[src/rtl/urxd_byte_rx.sv]
// UART 8N1 byte receiver: two-flop line synchronizer, 3-point majority bit sampling,
// good-byte and framing-error strobes, and an inter-byte idle-gap strobe.
module urxd_byte_rx #(
  parameter int unsigned F_CLK    = 50_000_000,
  parameter int unsigned BAUD     = 115200,
  parameter int unsigned GAP_BITS = 20
) (
  input  logic       clk,
  input  logic       res_n,
  input  logic       URXD,
  output logic       en_rx_byte,
  output logic       ok_rx_byte,
  output logic [7:0] dat,
  output logic       err_frm,
  output logic       ok_gap
);

  localparam int unsigned NT     = F_CLK / BAUD;
  localparam int unsigned H      = NT / 2;
  localparam int unsigned GapTot = GAP_BITS * NT;
  localparam int unsigned CW     = $clog2(NT);
  localparam int unsigned GW     = $clog2(GapTot + 1);

  localparam logic [CW-1:0] CntLast = CW'(NT - 1);
  localparam logic [CW-1:0] CntS0   = CW'(H - 1);
  localparam logic [CW-1:0] CntS1   = CW'(H);
  localparam logic [CW-1:0] CntDec  = CW'(H + 1);
  localparam logic [GW-1:0] GapLast = GW'(GapTot - 1);

  localparam logic [2:0] StIdle   = 3'd0;
  localparam logic [2:0] StStart  = 3'd1;
  localparam logic [2:0] StData   = 3'd2;
  localparam logic [2:0] StStop   = 3'd3;
  localparam logic [2:0] StWaitHi = 3'd4;

  logic          sync_q, rxs_q;
  logic [2:0]    state_q, state_d;
  logic [CW-1:0] cnt_q, cnt_d;
  logic [3:0]    nbit_q, nbit_d;
  logic [1:0]    smp_q, smp_d;
  logic [7:0]    shreg_q, shreg_d;
  logic [7:0]    dat_q, dat_d;
  logic          ok_q, ok_d;
  logic          err_q, err_d;
  logic          gap_q, gap_d;
  logic          arm_q, arm_d;
  logic [GW-1:0] gcnt_q, gcnt_d;

  logic in_frame, wrap, decide, vote;

  assign in_frame = (state_q == StStart) || (state_q == StData) || (state_q == StStop);
  assign wrap     = (cnt_q == CntLast);
  assign decide   = (cnt_q == CntDec);
  // Majority of the two earlier samples and the live sample at the decision edge.
  assign vote     = (smp_q[0] & smp_q[1]) | (smp_q[0] & rxs_q) | (smp_q[1] & rxs_q);

  always_comb begin
    state_d = state_q;
    cnt_d   = cnt_q;
    nbit_d  = nbit_q;
    smp_d   = smp_q;
    shreg_d = shreg_q;
    dat_d   = dat_q;
    ok_d    = 1'b0;
    err_d   = 1'b0;

    if (in_frame) begin
      cnt_d = wrap ? '0 : cnt_q + CW'(1);
      if (wrap) nbit_d = nbit_q + 4'd1;
      if (cnt_q == CntS0) smp_d[0] = rxs_q;
      if (cnt_q == CntS1) smp_d[1] = rxs_q;
    end

    case (state_q)
      StIdle: begin
        if (!rxs_q) begin
          state_d = StStart;
          cnt_d   = '0;
          nbit_d  = 4'd0;
        end
      end
      StStart: begin
        if (decide && vote) begin
          state_d = StIdle;
        end else if (wrap) begin
          state_d = StData;
        end
      end
      StData: begin
        if (decide) shreg_d = {vote, shreg_q[7:1]};
        if (wrap && (nbit_q == 4'd8)) state_d = StStop;
      end
      StStop: begin
        // Leave at the decision so a back-to-back start bit is not missed.
        if (decide) begin
          if (vote) begin
            dat_d   = shreg_q;
            ok_d    = 1'b1;
            state_d = StIdle;
          end else begin
            err_d   = 1'b1;
            state_d = StWaitHi;
          end
        end
      end
      StWaitHi: begin
        if (rxs_q) state_d = StIdle;
      end
      default: state_d = StIdle;
    endcase
  end

  always_comb begin
    arm_d  = arm_q;
    gcnt_d = gcnt_q;
    gap_d  = 1'b0;

    if (!rxs_q) begin
      gcnt_d = '0;
    end else if (arm_q && (state_q == StIdle)) begin
      if (gcnt_q == GapLast) begin
        gap_d  = 1'b1;
        arm_d  = 1'b0;
        gcnt_d = '0;
      end else begin
        gcnt_d = gcnt_q + GW'(1);
      end
    end

    if (ok_d) begin
      arm_d  = 1'b1;
      gcnt_d = '0;
    end
    if (err_d) arm_d = 1'b0;
  end

  always_ff @(posedge clk or negedge res_n) begin
    if (!res_n) begin
      sync_q  <= 1'b1;
      rxs_q   <= 1'b1;
      state_q <= StIdle;
      cnt_q   <= '0;
      nbit_q  <= 4'd0;
      smp_q   <= 2'b00;
      shreg_q <= 8'h00;
      dat_q   <= 8'h00;
      ok_q    <= 1'b0;
      err_q   <= 1'b0;
      gap_q   <= 1'b0;
      arm_q   <= 1'b0;
      gcnt_q  <= '0;
    end else begin
      sync_q  <= URXD;
      rxs_q   <= sync_q;
      state_q <= state_d;
      cnt_q   <= cnt_d;
      nbit_q  <= nbit_d;
      smp_q   <= smp_d;
      shreg_q <= shreg_d;
      dat_q   <= dat_d;
      ok_q    <= ok_d;
      err_q   <= err_d;
      gap_q   <= gap_d;
      arm_q   <= arm_d;
      gcnt_q  <= gcnt_d;
    end
  end

  assign en_rx_byte = in_frame;
  assign ok_rx_byte = ok_q;
  assign dat        = dat_q;
  assign err_frm    = err_q;
  assign ok_gap     = gap_q;

endmodule

[config.mk]
export PLATFORM = sky130hd
export DESIGN_NAME = urxd_byte_rx
export DESIGN_NICKNAME = d
export VERILOG_FILES = /design/src/rtl/urxd_byte_rx.sv
export SDC_FILE = /design/constraint.sdc
export NUM_CORES = 1
export LEC_CHECK = 0
export ABC_AREA = 1
export BUFFER_PORTS_ARGS = -buffer_cell sky130_fd_sc_hd__buf_4
export CORE_MARGIN = 2
export CORE_UTILIZATION = 40
export DETAILED_ROUTE_END_ITERATION = 8
export PLACE_DENSITY_LB_ADDON = 0.2
export SLEW_MARGIN = 20
export SYNTH_ARGS = -nofsm -noshare
export SYNTH_HDL_FRONTEND = slang
export SYNTH_SLANG_ARGS = --single-unit
[constraint.sdc]
create_clock -name clk -period 2.9 [get_ports clk]
set_clock_uncertainty 0.15 [all_clocks]
set_input_delay 0.58 -clock clk [delete_from_list [all_inputs] [get_ports clk]]
set_output_delay 0.58 -clock clk [all_outputs]
set_load 0.05 [all_outputs]
==> impl_metrics.env <==
export IMPL_crit_type="reg2reg"
export IMPL_whs_ns=0.149
export IMPL_die_h_um=89.0
export IMPL_crit_start="rxs_q"
export IMPL_cap_violations=0
export IMPL_combPwrFrac_pct=2.0
export IMPL_p_seq_share_pct=61.8
export IMPL_dp_final_hpwl_mm=3.94
export IMPL_async_reset_ff_share_pct=100
export IMPL_synth_adder_area_share_pct=3.03
export IMPL_clkPwrFrac_pct=36.2
export IMPL_cts_sinks=54
export IMPL_muxShareOfSynthArea_pct=0.389
export IMPL_report_power_total_w=0.00123
export IMPL_regArea_um2=1350
export IMPL_ctsHoldBuffers=0
export IMPL_overflow=0
export IMPL_synth_xor_area_share_pct=2.42
export IMPL_cts_root_buf="clkbuf_8"
export IMPL_p_switching_w=0.000290
export IMPL_synth_largest_area_cell="dfrtp_1"
export IMPL_grt_usage_pct=15.4
export IMPL_synth_cell_types=31
export IMPL_cts_tree="built"
export IMPL_arrival_ns=2.15
export IMPL_grt_max_degree=55
export IMPL_fin_crit_ns=2.11
export IMPL_final_hold_violation_count=0
export IMPL_grt_pass1_wl_mm=9.65
export IMPL_regToRegSetupSlack_ns=0.79
export IMPL_coreArea_um2=6910
export IMPL_design_die_area_um2=7920
export IMPL_fillCellCount=693
export IMPL_clk_pin_slew_worst_paths_ns=0.11
export IMPL_cp_common_cell="nand2_1"
export IMPL_setup_tns_ns=0
export IMPL_drtIter0Drc=89
export IMPL_internal_power_w=0.000937
export IMPL_syn_nets=362
export IMPL_start_kind="flip-flop"
export IMPL_wire_per_inst_um=11.7
export IMPL_cpPeakStageDelay_ns=0.72
export IMPL_firstDrtPassIters=4
export IMPL_grt_pass1_vias=2095
export IMPL_rsz0062_at_grt="false"
export IMPL_reg2reg_depth=7
export IMPL_synth_area_top_cells="dfrtp_1 45%, nand2_1 12%, inv_1 5.3%"
export IMPL_drive_gt1_share_pct=16.5
export IMPL_ant_nets=0
export IMPL_end_kind="flip-flop"
export IMPL_synthSimpleGateAreaFrac_pct=33.2
export IMPL_io_buffers=14
export IMPL_post_cts_setup_buffer_count=0
export IMPL_cts_buffer_depth=2
export IMPL_drc=0
export IMPL_hp_class="in2async"
export IMPL_p_leak_nw=1.57
export IMPL_critPathRequiredTime_ns=2.95
export IMPL_synth_compound_area_share_pct=7.14
export IMPL_floorplan_initialDensity_pct=41.9
export IMPL_slew_limit_headroom_pct=54.1
export IMPL_finalCritPeriodShare_pct=72.6
export IMPL_antenna_cells=0
export IMPL_multi_input_area_um2=1340
export IMPL_final_max_slew_violation_count=0
export IMPL_layout_nets=378
export IMPL_crit_end="gcnt_q[5]"
export IMPL_ys_seq_area_share_pct=46.8
export IMPL_r2r_start="rxs_q"
export IMPL_max_freq_ghz=0.475
export IMPL_routabilityCongestion=0.781
export IMPL_cts_buffers_inserted=5
export IMPL_tightest_slew_ns=0.688
export IMPL_syn2layout_area_growth_pct=9.91
export IMPL_synth_most_common_cell="nand2_1"
export IMPL_antenna_found_initial=0
export IMPL_synth_main_ff_cell="dfrtp_1"
export IMPL_die_x_um=89.0
export IMPL_synthTopCellsByCount="92 x nand2_1, 52 x dfrtp_1, 41 x inv_1"
export IMPL_synth_edf_count=0
export IMPL_worstSkewPairLatency_ns=0.31
export IMPL_synth_top_family_by_area="simple AND/OR/NAND/NOR gates"
export IMPL_yosysWarnings=0
export IMPL_worst_path_max_delay_cell="dfstp_2"
export IMPL_irDropWorstVdd_v=0.000202
export IMPL_power_density_nw_per_um2=386
export IMPL_cts_resized=0
export IMPL_viasPerCell=4.65
export IMPL_setup_violations=0
export IMPL_synth_cells=352
export IMPL_worstReg2RegEnd="gcnt_q[5]"
export IMPL_wl_mm=5.43
export IMPL_syn_area_um2=2890
export IMPL_io_pins=15
export IMPL_synth_top_area_share_pct=45.0
export IMPL_rows=30
export IMPL_critPathMaxFanout=23
export IMPL_status="complete, no violations"
export IMPL_crit_chain="nand2_1 -> nand3_1 -> nand4_4 -> nand3_4 -> inv_2 -> nand2_1 -> o21ai_1"
export IMPL_htree_levels=2
export IMPL_switching_share_pct=23.6
export IMPL_synth_seq_cells=54
export IMPL_num_vias=2164
export IMPL_postSynthAreaPerCell_um2=8.21
[cell usage in the layout (no fill, tap or decap), drive strengths merged]
cell	instances
ha	7
mux2	1
o21ai	28
nand4	10
clkbuf	5
inv	47
xor2	7
nor3b	6
o21bai	2
dfrtp	52
nor3	3
nor2	42
a211oi	1
buf	14
dfstp	2
xnor2	1
nand2	105
a21oi	5
clkinv	1
nand3	30
[power by group through the flow]
stage	Clock (W)	Sequential (W)	Combinational (W)
6_report	0.000444	0.000759	0.0000245
5_1_grt	0.000502	0.000760	0.0000294
4_1_cts	0.000472	0.000759	0.0000270
3_5_place_dp	0	0.000773	0.0000268
3_3_place_gp	0	0.000773	0.0000268
2_1_floorplan	0	0.000771	0.0000111
[through the flow]
stage | setup WS [ns] | util (%) | area, µm² | cells
global placement | 0.856 | 44.6 | 3080 | 457
detailed placement | 0.807 | 44.6 | 3080 | 457
floorplan | 1.23 | - | 2890 | 352
global route | 0.611 | 46.0 | 3180 | 465
CTS | 0.775 | 46.0 | 3180 | 465
finish | 0.793 | 46.0 | 3180 | 465
[area by class of cell]
type                       count  share of cell area (%)
sequential                    54                    42.6
inverter                      45                    5.31
timing repair buffer          14                    3.31
clock inverter                 3                   0.827
clock buffer                   5                    2.17
multi-input combinational    248                    42.0
tap                           96                    3.78
[worst min path at each step]
| stage | start | to | slack [ns] | depth (start not counted) |
|---|---|---|---|---|
| 2_1_floorplan | res_n | arm_q | 0.13 | 0 |
| 3_3_place_gp | sync_q | rxs_q | 0.21 | 0 |
| 3_5_place_dp | sync_q | rxs_q | 0.21 | 0 |
| 4_1_cts | res_n | gcnt_q[7] | 0.18 | 1 |
| 5_1_grt | URXD | sync_q | 0.19 | 1 |
| 6_report | res_n | gcnt_q[7] | 0.15 | 1 |
[cells by family (layout without fill, tap and decap cells)]
family / count (synthesis) / in the layout
buf+inv: 50 / 67
fa+ha+maj: 7 / 7
simple gates: 196 / 196
compound gates: 36 / 36
flops: 54 / 54
xor+xnor: 8 / 8
mux: 1 / 1
[state kept, by name (all words and copies together), names as in the netlist, 2 cells and up]
| register | flops |
|---|---|
| state_q | 3 |
| nbit_q | 4 |
| gcnt_q | 14 |
| smp_q | 2 |
| dat | 8 |
| shreg_q | 8 |
| cnt_q | 9 |
[per-layer routing]
| metal | vias up | global-route usage, % | part of all wire, % |
|---|---|---|---|
| li1 | 1153 | - | - |
| met1 | 997 | 21.2 | 50 |
| met2 | 8 | 25.4 | 47 |
| met3 | 6 | 2.77 | 1.6 |
| met4 | 0 | 3.26 | 0.92 |
| met5 | - | 0 | 0 |
[critical path, delay by kind of cell, from the launching register on]
family | cells | cell delay (ns)
AOI/OAI and AO/OA | 1 | 0.05
buffers and inverters | 1 | 0.15
DFF | 1 | 0.72
and+or+nand+nor | 5 | 0.91
(Power assumes the default switching activity.)
